File: config.mk
export PLATFORM = sky130hd
export DESIGN_NAME = uart_mem_streamer
export DESIGN_NICKNAME = d
export VERILOG_FILES = /design/src/rtl/uart_mem_streamer.sv
export SDC_FILE = /design/constraint.sdc
export NUM_CORES = 1
export LEC_CHECK = 0
export CORE_MARGIN = 2
export CORE_UTILIZATION = 40
export DETAILED_ROUTE_END_ITERATION = 10
export PLACE_DENSITY = 0.62
export SKIP_LAST_GASP = 1
export SLEW_MARGIN = 10
export SYNTH_ARGS = -nofsm -noshare
export SYNTH_HDL_FRONTEND = slang
export SYNTH_SLANG_ARGS = --single-unit
File: constraint.sdc
create_clock -name clk -period 5.35 [get_ports clk]
set_clock_uncertainty 0.2 [all_clocks]
set_input_delay 0.8025 -clock clk [delete_from_list [all_inputs] [get_ports clk]]
set_output_delay 0.8025 -clock clk [all_outputs]
set_load 0.005 [all_outputs]
File: src/rtl/uart_mem_streamer.sv
// Command-driven bridge: RX byte commands start block reads from a synchronous-read
// memory; each word is sent MSB byte first on the TX strobe interface.
module uart_mem_streamer #(
  parameter int ADDR_W      = 8,
  parameter int BPW         = 1,
  parameter int TIMEOUT_CYC = 1_000_000
) (
  input  logic                 clk,
  input  logic                 rst,
  input  logic                 busy,
  input  logic                 block,
  output logic                 new_data_tx,
  output logic [7:0]           data_tx,
  input  logic                 new_data_rx,
  input  logic [7:0]           data_rx,
  input  logic [8*BPW-1:0]     data,
  output logic [ADDR_W-1:0]    addr,
  output logic                 active
);

  localparam int AB     = (ADDR_W <= 8) ? 1 : 2;
  localparam int DATA_W = 8 * BPW;
  localparam int TW     = $clog2(TIMEOUT_CYC + 1);

  typedef enum logic [2:0] {
    IDLE, GET_ADDR, GET_CNT, RD_WAIT, LOAD, SEND, GAP, REPLY
  } state_t;

  state_t              state;
  logic [DATA_W-1:0]   word;
  logic [1:0]          idx;
  logic [16:0]         wcnt;
  logic                abort_f;
  logic [7:0]          last_tx;
  logic [7:0]          reply;
  logic                ab_cnt;
  logic [8*AB-1:0]     addr_sh;
  logic [TW-1:0]       tmo;
  logic [7:0]          cur_byte;
  logic                tx_ok;

  // The strobe is qualified in the issuing cycle so the first byte lands 3 cycles
  // after the count byte; data_tx otherwise shows the last byte sent.
  always_comb begin
    cur_byte    = 8'(word >> {idx, 3'b000});
    tx_ok       = !busy && !block;
    new_data_tx = tx_ok && ((state == SEND && !abort_f) || state == REPLY);
    data_tx     = last_tx;
    if (new_data_tx) data_tx = (state == REPLY) ? reply : cur_byte;
  end

  always_ff @(posedge clk or posedge rst) begin
    if (rst) begin
      state   <= IDLE;
      word    <= '0;
      idx     <= '0;
      wcnt    <= '0;
      abort_f <= 1'b0;
      last_tx <= 8'h00;
      reply   <= 8'h00;
      ab_cnt  <= 1'b0;
      addr_sh <= '0;
      tmo     <= '0;
      addr    <= '0;
      active  <= 1'b0;
    end else begin
      if (state == IDLE)
        abort_f <= 1'b0;
      else if (active && new_data_rx && data_rx == 8'h1B)
        abort_f <= 1'b1;

      case (state)
        IDLE: if (new_data_rx) begin
          case (data_rx)
            8'h52: begin
              state  <= GET_ADDR;
              ab_cnt <= 1'b0;
              tmo    <= '0;
            end
            8'h44: begin
              addr   <= '0;
              wcnt   <= 17'd1 << ADDR_W;
              active <= 1'b1;
              state  <= RD_WAIT;
            end
            8'h3F: begin
              reply <= {4'hA, 4'(ADDR_W - 1)};
              state <= REPLY;
            end
            default: begin
              reply <= 8'h15;
              state <= REPLY;
            end
          endcase
        end
        GET_ADDR: begin
          if (new_data_rx) begin
            addr_sh <= (8*AB)'({addr_sh, data_rx});
            tmo     <= '0;
            if (ab_cnt == 1'(AB - 1)) state <= GET_CNT;
            else ab_cnt <= ab_cnt + 1'b1;
          end else if (tmo == TW'(TIMEOUT_CYC - 1)) begin
            state <= IDLE;
          end else begin
            tmo <= tmo + 1'b1;
          end
        end
        GET_CNT: begin
          if (new_data_rx) begin
            addr   <= ADDR_W'(addr_sh);
            wcnt   <= (data_rx == 8'h00) ? 17'd256 : {9'd0, data_rx};
            active <= 1'b1;
            state  <= RD_WAIT;
          end else if (tmo == TW'(TIMEOUT_CYC - 1)) begin
            state <= IDLE;
          end else begin
            tmo <= tmo + 1'b1;
          end
        end
        RD_WAIT: state <= LOAD;
        LOAD: begin
          word  <= data;
          idx   <= 2'(BPW - 1);
          state <= SEND;
        end
        SEND: begin
          if (abort_f) begin
            active <= 1'b0;
            state  <= IDLE;
          end else if (tx_ok) begin
            last_tx <= cur_byte;
            state   <= GAP;
          end
        end
        GAP: begin
          if (idx != 2'd0) begin
            idx   <= idx - 1'b1;
            state <= SEND;
          end else if (wcnt == 17'd1) begin
            wcnt   <= '0;
            active <= 1'b0;
            state  <= IDLE;
          end else begin
            wcnt  <= wcnt - 1'b1;
            addr  <= addr + 1'b1;
            state <= RD_WAIT;
          end
        end
        REPLY: if (tx_ok) begin
          last_tx <= reply;
          state   <= IDLE;
        end
        default: state <= IDLE;
      endcase
    end
  end

endmodule

* After elaboration in Yosys (flattened, before gate mapping) *
Index checks and enable logic that the tools add are counted.

word-level totals
  flip-flop bits (word level) = 85
  bits of input ports = 21
  logic and storage cells = 132
  output and inout port bits = 18

cells by class
  bitwise gates (word level) = 1
  shifts and indexed selects = 1
  muxes and demuxes = 54
  reduce and logical (&&, ||, !) cells = 30
  $add $sub $neg = 5
  equality and inequality tests = 29

operators by type and width
  operator                                                                 count
  20-bit two-way mux                                                       5
  17-bit two-way mux                                                       5
  8-bit two-way mux                                                        10
  20-bit case mux with 3 select lines                                      1
  17-bit case mux with 3 select lines                                      1
  8-bit case mux with 2 select lines                                       2
  3-bit two-way mux                                                        9
  2-bit inequality test (second input constant)                            12
  3-bit case mux with 8 select lines                                       1
  8-bit case mux with 3 select lines                                       1
  20-bit by 1-bit adder with 20-bit output (second input constant)         1
  20-bit equality test (second input constant)                             1
  17-bit by 1-bit equality test with 1-bit output (second input constant)  1
  17-bit by 1-bit subtractor with 17-bit output (second input constant)    1
  8-bit by 7-bit equality test with 1-bit output (second input constant)   2
  4-bit AND reduction                                                      4
  3-bit equality test (second input constant)                              4
  1-bit two-way mux                                                        12
  2-bit nonzero test                                                       5
  9-bit two-way mux                                                        1
  8-bit by 1-bit adder with 8-bit output (second input constant)           1
  8-bit by 5-bit equality test with 1-bit output (second input constant)   1
  8-bit by 6-bit equality test with 1-bit output (second input constant)   1
  8-bit zero test                                                          1
  other kinds (25)                                                         37

* Longest topological paths before layout *
Gate-level depths: netlist of run 1.

  word-level depth = 5
  depth in mapped cells = 8
  depth with buffers taken out = 7

* Worst setup path before layout of run 1 *
Ideal clock, no wire load.

  path kind = input -> register
  start = input data_rx[0]
  end = register wcnt[5]
  buffers on the path = 1
  arrival time = 2.286 ns
  setup time = 0.126 ns
  data required time = 5.024 ns
  path slack = 2.737 ns
  cell stages on the path = 5
  path through = or4_1 -> o21ai_4 -> nand2_1 -> clkbuf_1 -> a221o_1

on the way
  longest elaborated chain between the ends = 4

RTL lines
  item                                 RTL line  RTL
  start, declared                      15        input logic [7:0] data_rx,
  8-bit zero test                      111       wcnt <= (data_rx == 8'h00) ? 17'd256 : {9'd0, data_rx};
  9-bit two-way mux                    111
  17-bit two-way mux                   109       if (new_data_rx) begin
  17-bit case mux with 3 select lines  72        case (state)
  end signal, assigned                 82        wcnt <= 17'd1 << ADDR_W;
  end signal, assigned                 111
  end signal, assigned                 144       wcnt <= wcnt - 1'b1;
  end, declared                        32        logic [16:0] wcnt;

Parallel ways exist; a longest one is shown, timed or not. The select of a mux whose other input is x is not followed.
A chain may end at the register's enable or synchronous reset.

* Worst setup path after layout of run 1 *
  start = register state[2]
  end = output data_tx[6]

on the way
  longest elaborated chain between the ends = 5

RTL lines
  item                    RTL line  RTL
  start, declared         29        state_t state;
  start signal, assigned  54        state <= IDLE;
  start signal, assigned  76        state <= GET_ADDR;
  start signal, assigned  84        state <= RD_WAIT;
  3-bit equality test     47        new_data_tx = tx_ok && ((state == SEND && !abort_f) || state == REPLY);
  1-bit logical AND       47
  1-bit logical OR        47
  1-bit logical AND       47
  8-bit two-way mux (*)   49        if (new_data_tx) data_tx = (state == REPLY) ? reply : cur_byte;
  end, declared           13        output logic [7:0] data_tx,

Every way passes the cells marked *; elsewhere a longest branch is shown, timed or not.

==> reports/metrics.yaml, run 1 <==
sta:
  rsz_0062_raised_after_global_routing: "no"
  slew_viol_final: 0
  count_of_final_hold_check_violations: 0
  fin_crit_ns: 4.089
  worstMarginPinSlew_ns: 1.047
  relSlewSlack_pct: 30.20
  final.setup.tns_ns: 0
  finalSetupViolations: 0
  max_freq_mhz: 244.6
  min_period_over_period_pct: 76.43
synthesis:
  post_synth_most_frequent_cells: "79 x sky130_fd_sc_hd__dfrtp_1, 41 x sky130_fd_sc_hd__o21ai_0, 39 x sky130_fd_sc_hd__nor2_1"
  flops_latches_synth: 79
  post_synth.cell_area_avg_um2: 9.298
  synthMostInstantiatedCell: "sky130_fd_sc_hd__dfrtp_1"
  netlist_top_cells_area: "sky130_fd_sc_hd__dfrtp_1 44%, sky130_fd_sc_hd__o21ai_0 4.6%, sky130_fd_sc_hd__mux2_2 4.1%"
  async_reset_ff_share_pct: 100.0
  syn_inst: 478
  synth_nets: 504
  synth_cell_types: 66
  synth_enable_flop_cells: 0
  mappedNetlistArea_um2: 4444
  synth_largest_type_area_fraction_pct: 44.48
  yosys_warnings: 0
  dominantRegCellSynth: "sky130_fd_sc_hd__dfrtp_1"
  portion_of_the_post_synthesis_area_used_by_sequential_elements_pct: 44.48
  synth_largest_area_cell: "sky130_fd_sc_hd__dfrtp_1"
floorplan:
  core_area_um2: 10840
  die_area_um2: 11970
  io_pins: 39
  fp-row-count: 38
  initial_core_util_pct: 41.00
  chipHeight_um: 109.4
  floorplan.die.width_um: 109.4
critical_path:
  path_cells: "and3_1 > nor3_1 > and3_1 > a22o_1 > clkdlybuf4s50_1"
  setup.worst_path.start_class: "flip-flop"
  critical_path_buf_inv_count: 1
  timing.critical_path.fanout_max: 34
  critical-path-slowest-cell: "sky130_fd_sc_hd__dfrtp_1"
  timing.critical_path.slowest_cell_delay_ns: 0.77
  crit_top_cell: "sky130_fd_sc_hd__and3_1"
  worst_path_dominant_cell_family: "simple AND/OR/NAND/NOR gates"
  worst-endpoint-arrival_ns: 3.09
  crit_required_ns: 4.35
  crit_type: "reg2out"
  end_kind: "output port"
pwr:
  power_report.internal_total_uw: 1522
  switching_power_total_uw: 992.1
  sw_frac_of_total_pct: 39.46
  ir_worst_vdd_uv: 203.7
  combinationalPowerShare_pct: 41.3
  power_density_cells_nw_per_um2: 492.6
  p_leak_uw: 0.002065
  seqPwrFrac_pct: 40.6
  clock_power_share_pct: 18.2
placed_design:
  place.port_buffers: 38
  finalWeightedCongestion: 0.8439
  dpl.hpwl_um: 7534
routing:
  detailedRoute.firstPassIterationCount: 5
  dr.first_iter.drc_count: 257
  drt_drc_violations_left: 0
  wire_per_inst_um: 16.19
  drt-vias-per-instance: 5.836
  num_vias: 3776
  drt-total-wl_um: 10480
  detail-route-antenna-nets: 0
finish:
  sequential_cell_area_um2: 1977
  design.final.nets: 529
  finish.utilization_pct: 47.08
  fillerInstances: 1067
  final_layout_size_suffix_gt1_share_pct: 9.073
  multi_input_area_um2: 2308
  antennaDiodeCount: 0
  layout_stage_area_growth_over_the_synthesis_result_pct: 14.84
clock_network:
  cts-resized-gates: 0
  cts.path.max_buffers: 2
  cts_tree: "yes"
  worstSkewPairLatency_ns: 0.36
  clock_sink_count: 79
  ctsHtreeMaxLevel: 3
  tritoncts.num_buffers: 9
  cts.hold.buffers_added: 0
  clkSlewWorstSetupHoldPaths_ns: 0.08
  cts-root-buf: "sky130_fd_sc_hd__clkbuf_8"
  post_cts_repair_setup_buffers: 0
run:
  max-cap-violations: 0
grt:
  grt_first_pass_wirelength_um: 17580
  antenna_violations_before_repair: 0
  grt_start_max_net_pins: 44
  grt_overflow: 0
  grt.total_usage_pct: 18.74
  vias_in_the_first_global_route: 3494
status:
  status: "complete, no violations"
min_path:
  timing.hold.worst.class: "reg2reg"
registers in the layout, summed over array words and instances, names as in the netlist:
register,count
abort_f,1
active,1
addr,8
addr_sh,8
idx,2
last_tx,8
reply,3
state,3
tmo,20
wcnt,17
word,8
placed cells by master, fill, tap and decap left out, drive strengths merged, types with 10 or more instances in the layout:
cell type      count
dfrtp             79
o21ai             47
nor2              39
clkdlybuf4s50     38
nand2             37
a21oi             26
mux2              16
nand3             16
nand4             15
inv               14
clkbuf            12
nor3              10
metal layers:
layer	vias to the layer above	part of all wire, %	routed length (um)	GRT usage (%)
li1	1830	-	-	-
met1	1847	50	5191	28.44
met2	88	44	4609	26.90
met3	11	4.9	512	3.497
met4	0	1.5	162	5.696
met5	-	0	0	0
final cells by class:
type,count,area share [%]
clock buffers,12,3.040
clock inverters,3,0.8335
inverters,15,1.128
multi-input cells,359,45.23
flip-flops and latches,79,38.74
well taps,140,3.432
repair buffers,39,7.600
cells by family after synthesis:
| group | after synthesis | synth area share (%) |
|---|---|---|
| fa+ha+maj | 5 | 1.408 |
| xor+xnor | 8 | 1.577 |
| simple gates | 185 | 23.00 |
| mux | 19 | 4.730 |
| compound gates | 142 | 21.23 |
| flops | 79 | 44.48 |
| buf+inv | 40 | 3.575 |
metrics by stage:
| step | power [uW] | worst slack (ns) | instance area, um2 | hold WS [ns] | std cells |
|---|---|---|---|---|---|
| final | 2514 | 1.261 | 5104 | 0.2765 | 647 |
| after global routing | 2722 | 0.9306 | 5104 | 0.3052 | 647 |
| after CTS | 2531 | 1.237 | 5104 | 0.2792 | 647 |
| after detailed placement | 2072 | 1.587 | 4906 | 0.2613 | 632 |
| after global placement | 2036 | 1.676 | 4906 | 0.2534 | 632 |
| after floorplan | 1729 | 2.324 | 4444 | 0.2387 | 478 |
tightest hold or removal path, stage by stage, from the launching register on:
cell and delay [ns]:
sky130_fd_sc_hd__dfrtp_1 0.33, sky130_fd_sc_hd__nand2_1 0.05, sky130_fd_sc_hd__o21ai_0 0.06
final timing paths:
path / start / endpoint / slack (ns) / depth (start not counted)
setup / recovery: state[2] / data_tx[6] / 1.26 / 5
hold / removal: last_tx[4] / last_tx[4] / 0.28 / 2
setup reg to reg: state[2] / wcnt[16] / 2.15 / 5
hold reg to reg: last_tx[4] / last_tx[4] / 0.28 / 2
max in group asynchronous: rst / addr[2] / 3.32 / 3
min in group asynchronous: rst / tmo[2] / 0.66 / 2
power by group through the flow:
stage               Sequential [uW]  Clock [uW]  Combinational [uW]
global route                   1060         496                1170
detailed placement             1030           0                1040
floorplan                       925           0                 804
finish                         1020         457                1040
global placement               1030           0                1010
CTS                            1020         467                1040
Power figures use the tool's default switching activity.
==> run 2: changes to the inputs <==
==> constraint.sdc (replaced) <==
create_clock -name clk -period 4.1 [get_ports clk]
set_clock_uncertainty 0.2 [all_clocks]
set_input_delay 0.615 -clock clk [delete_from_list [all_inputs] [get_ports clk]]
set_output_delay 0.615 -clock clk [all_outputs]
set_load 0.005 [all_outputs]
==> run 2 against run 1 <==
  * Critical path depth stayed put
  * Global-route usage is 0.11 points higher
  * Design area is 0.25% higher
  * First-iteration DRC count is 25% higher
  * Critical endpoint unchanged
  * Die area stayed put
  * Utilization is 0.12 points higher
  * Routed wire length is 1.3% higher
  * Flip-flop and latch count stayed put
  * Largest cell class unchanged
==> reports/metrics.yaml, run 2 (synthesis results as in run 1) <==
clock_network:
  post_cts_repair_setup_buffers: 0  # unchanged
  worstSkewPairLatency_ns: 0.36  # about the same
  cts.hold.buffers_added: 0  # unchanged
  ctsHtreeMaxLevel: 3  # unchanged
  cts-resized-gates: 0  # unchanged
  tritoncts.num_buffers: 9  # unchanged
  clock_sink_count: 79  # unchanged
  cts-root-buf: "sky130_fd_sc_hd__clkbuf_8"  # unchanged
  cts_tree: "yes"  # unchanged
  clkSlewWorstSetupHoldPaths_ns: 0.09  # was 0.08 ns
  cts.path.max_buffers: 2  # unchanged
critical_path:
  cp-startpoint: "state[0]"  # was state[2]
  setup.worst_path.start_class: "flip-flop"  # unchanged
  critical_path_buf_inv_count: 1  # unchanged
  r2r_setup_slack_ns: 1.35  # was 2.15 ns
  timing.rr.start: "state[1]"  # was state[2]
  crit_type: "reg2out"  # unchanged
  crit_top_cell: "sky130_fd_sc_hd__and3_1"  # unchanged
  end_kind: "output port"  # unchanged
  worst_path_dominant_cell_family: "simple AND/OR/NAND/NOR gates"  # unchanged
  timing.critical_path.slowest_cell_delay_ns: 0.58  # was 0.77 ns
  timing.critical_path.fanout_max: 15  # was 34
  path_cells: "and3_1 > nor3_1 > and3_1 > a22o_1 > clkdlybuf4s50_1"  # unchanged
  crit_required_ns: 3.28  # was 4.35 ns
  worst-endpoint-arrival_ns: 2.73  # was 3.09 ns
  critical-path-slowest-cell: "sky130_fd_sc_hd__nor3_1"  # was sky130_fd_sc_hd__dfrtp_1
finish:
  antennaDiodeCount: 0  # unchanged
  design.final.nets: 535  # was 529
  layout_stage_area_growth_over_the_synthesis_result_pct: 15.12  # was 14.84%
  reg.largest.list: "tmo (20), wcnt (17)"  # unchanged
  flip_flop_count_of_the_largest_register_after_layout: 20  # unchanged
  layout_commonest_cell: "sky130_fd_sc_hd__dfrtp_1"  # unchanged
  most_flop_heavy_register: "tmo"  # unchanged
  layout_common_cells: "79 x sky130_fd_sc_hd__dfrtp_1, 41 x sky130_fd_sc_hd__o21ai_0, 39 x sky130_fd_sc_hd__nor2_1"  # unchanged
  final_layout_size_suffix_gt1_share_pct: 10.12  # was 9.073%
  non_filler_instance_count_after_layout: 654  # was 647
sta:
  max_freq_mhz: 281.9
  finalSetupViolations: 0  # unchanged
  count_of_final_hold_check_violations: 0  # unchanged
  relSlewSlack_pct: 28.37  # was 30.20%
  final.setup.worst_slack_ns: 0.5520  # was 1.261 ns
  final.setup.tns_ns: 0  # unchanged
  rsz_0062_raised_after_global_routing: "no"  # unchanged
  slew_viol_final: 0  # unchanged
  fin_crit_ns: 3.548
  worstMarginPinSlew_ns: 1.066  # was 1.047 ns
  min_period_over_period_pct: 86.54
pwr:
  finalPower_uw: 3250  # was 2514 uW
  p_leak_uw: 0.002076  # was 0.002065 uW
  ir_worst_vdd_uv: 304.1  # was 203.7 uV
  power_density_cells_nw_per_um2: 635.3  # was 492.6 nW/um2
floorplan:
  die_area_um2: 11970  # unchanged
  core_area_um2: 10840  # unchanged
  io_pins: 39  # unchanged
  floorplan.die.width_um: 109.4  # unchanged
  initial_core_util_pct: 41.00  # unchanged
  chipHeight_um: 109.4  # unchanged
  fp-row-count: 38  # unchanged
routing:
  drt_drc_violations_left: 0  # unchanged
  detailedRoute.firstPassIterationCount: 5  # unchanged
  drt-vias-per-instance: 5.870  # was 5.836
  dr.first_iter.drc_count: 321  # was 257
  drt-total-wl_um: 10620  # was 10480 um
  wire_per_inst_um: 16.23  # was 16.19 um
  num_vias: 3839  # was 3776
  detail-route-antenna-nets: 0  # unchanged
status:
  status: "complete, no violations"  # unchanged
grt:
  grt_start_max_net_pins: 50  # was 44
  grt_overflow: 0  # unchanged
  grt.total_usage_pct: 18.85  # was 18.74%
  antenna_violations_before_repair: 0  # unchanged
  grt_first_pass_wirelength_um: 17730  # was 17580 um
  vias_in_the_first_global_route: 3511  # was 3494
min_path:
  timing.hold.worst.class: "reg2reg"  # unchanged
  timing.hold.worst.start: "last_tx[1]"  # was last_tx[4]
placed_design:
  dpl.hpwl_um: 7517  # was 7534 um
  place.port_buffers: 38  # unchanged
  numPlacedInstances: 638  # was 632
  dpl_worst_slack_ns: 0.7477  # was 1.587 ns
  finalWeightedCongestion: 0.8063  # was 0.8439
run:
  max-cap-violations: 0  # unchanged
## run 2: path summary, 6_finish.rpt
check                        endpoint  depth (start not counted)
setup / recovery           data_tx[6]                          5
hold / removal             last_tx[1]                          2
setup reg to reg               tmo[6]                          6
hold reg to reg            last_tx[1]                          2
max in group asynchronous    wcnt[10]                          3
min in group asynchronous      tmo[9]                          2
## run 2: metal layers
metal	track usage, %	vias up	wire length (um)
met5	0	-	0
met4	6.329	0	114
met3	4.149	11	614
met2	27.29	125	4724
met1	27.76	1848	5162
li1	-	1855	-
## run 2: layout make-up
type                            count  area [um2]
Clock buffer                       11       131.4
Clock inverter                      5       33.78
Fill cell                        1053        5724
Inverter                           15       57.56
Multi-Input combinational cell    359        2308
Sequential cell                    79        1977
Tap cell                          140       175.2
Timing Repair Buffer               45       432.9
## run 2: worst register-to-register path, cell delays in order (launching register included)
cell,delay [ns]
sky130_fd_sc_hd__dfrtp_1,0.55
sky130_fd_sc_hd__buf_4,0.24
sky130_fd_sc_hd__nand2b_1,0.18
sky130_fd_sc_hd__o21a_1,0.22
sky130_fd_sc_hd__o22a_1,0.52
sky130_fd_sc_hd__or4b_1,0.61
sky130_fd_sc_hd__a21oi_1,0.16
## run 2: where the power goes
part           switching, uW  leakage (uW)  internal, uW
logic                    784      0.000976           672
registers                245       0.00102          1030
clock network            297     0.0000797           220
## run 2: per-stage QoR
stage / util, % / hold slack, ns / area, um2
finish: 47.20 / 0.2723 / 5116
global route: 47.20 / 0.2992 / 5116
CTS: 47.20 / 0.2781 / 5116
detailed placement: 45.67 / 0.2596 / 4951
global placement: 45.67 / 0.2536 / 4951
floorplan: - / 0.2387 / 4444
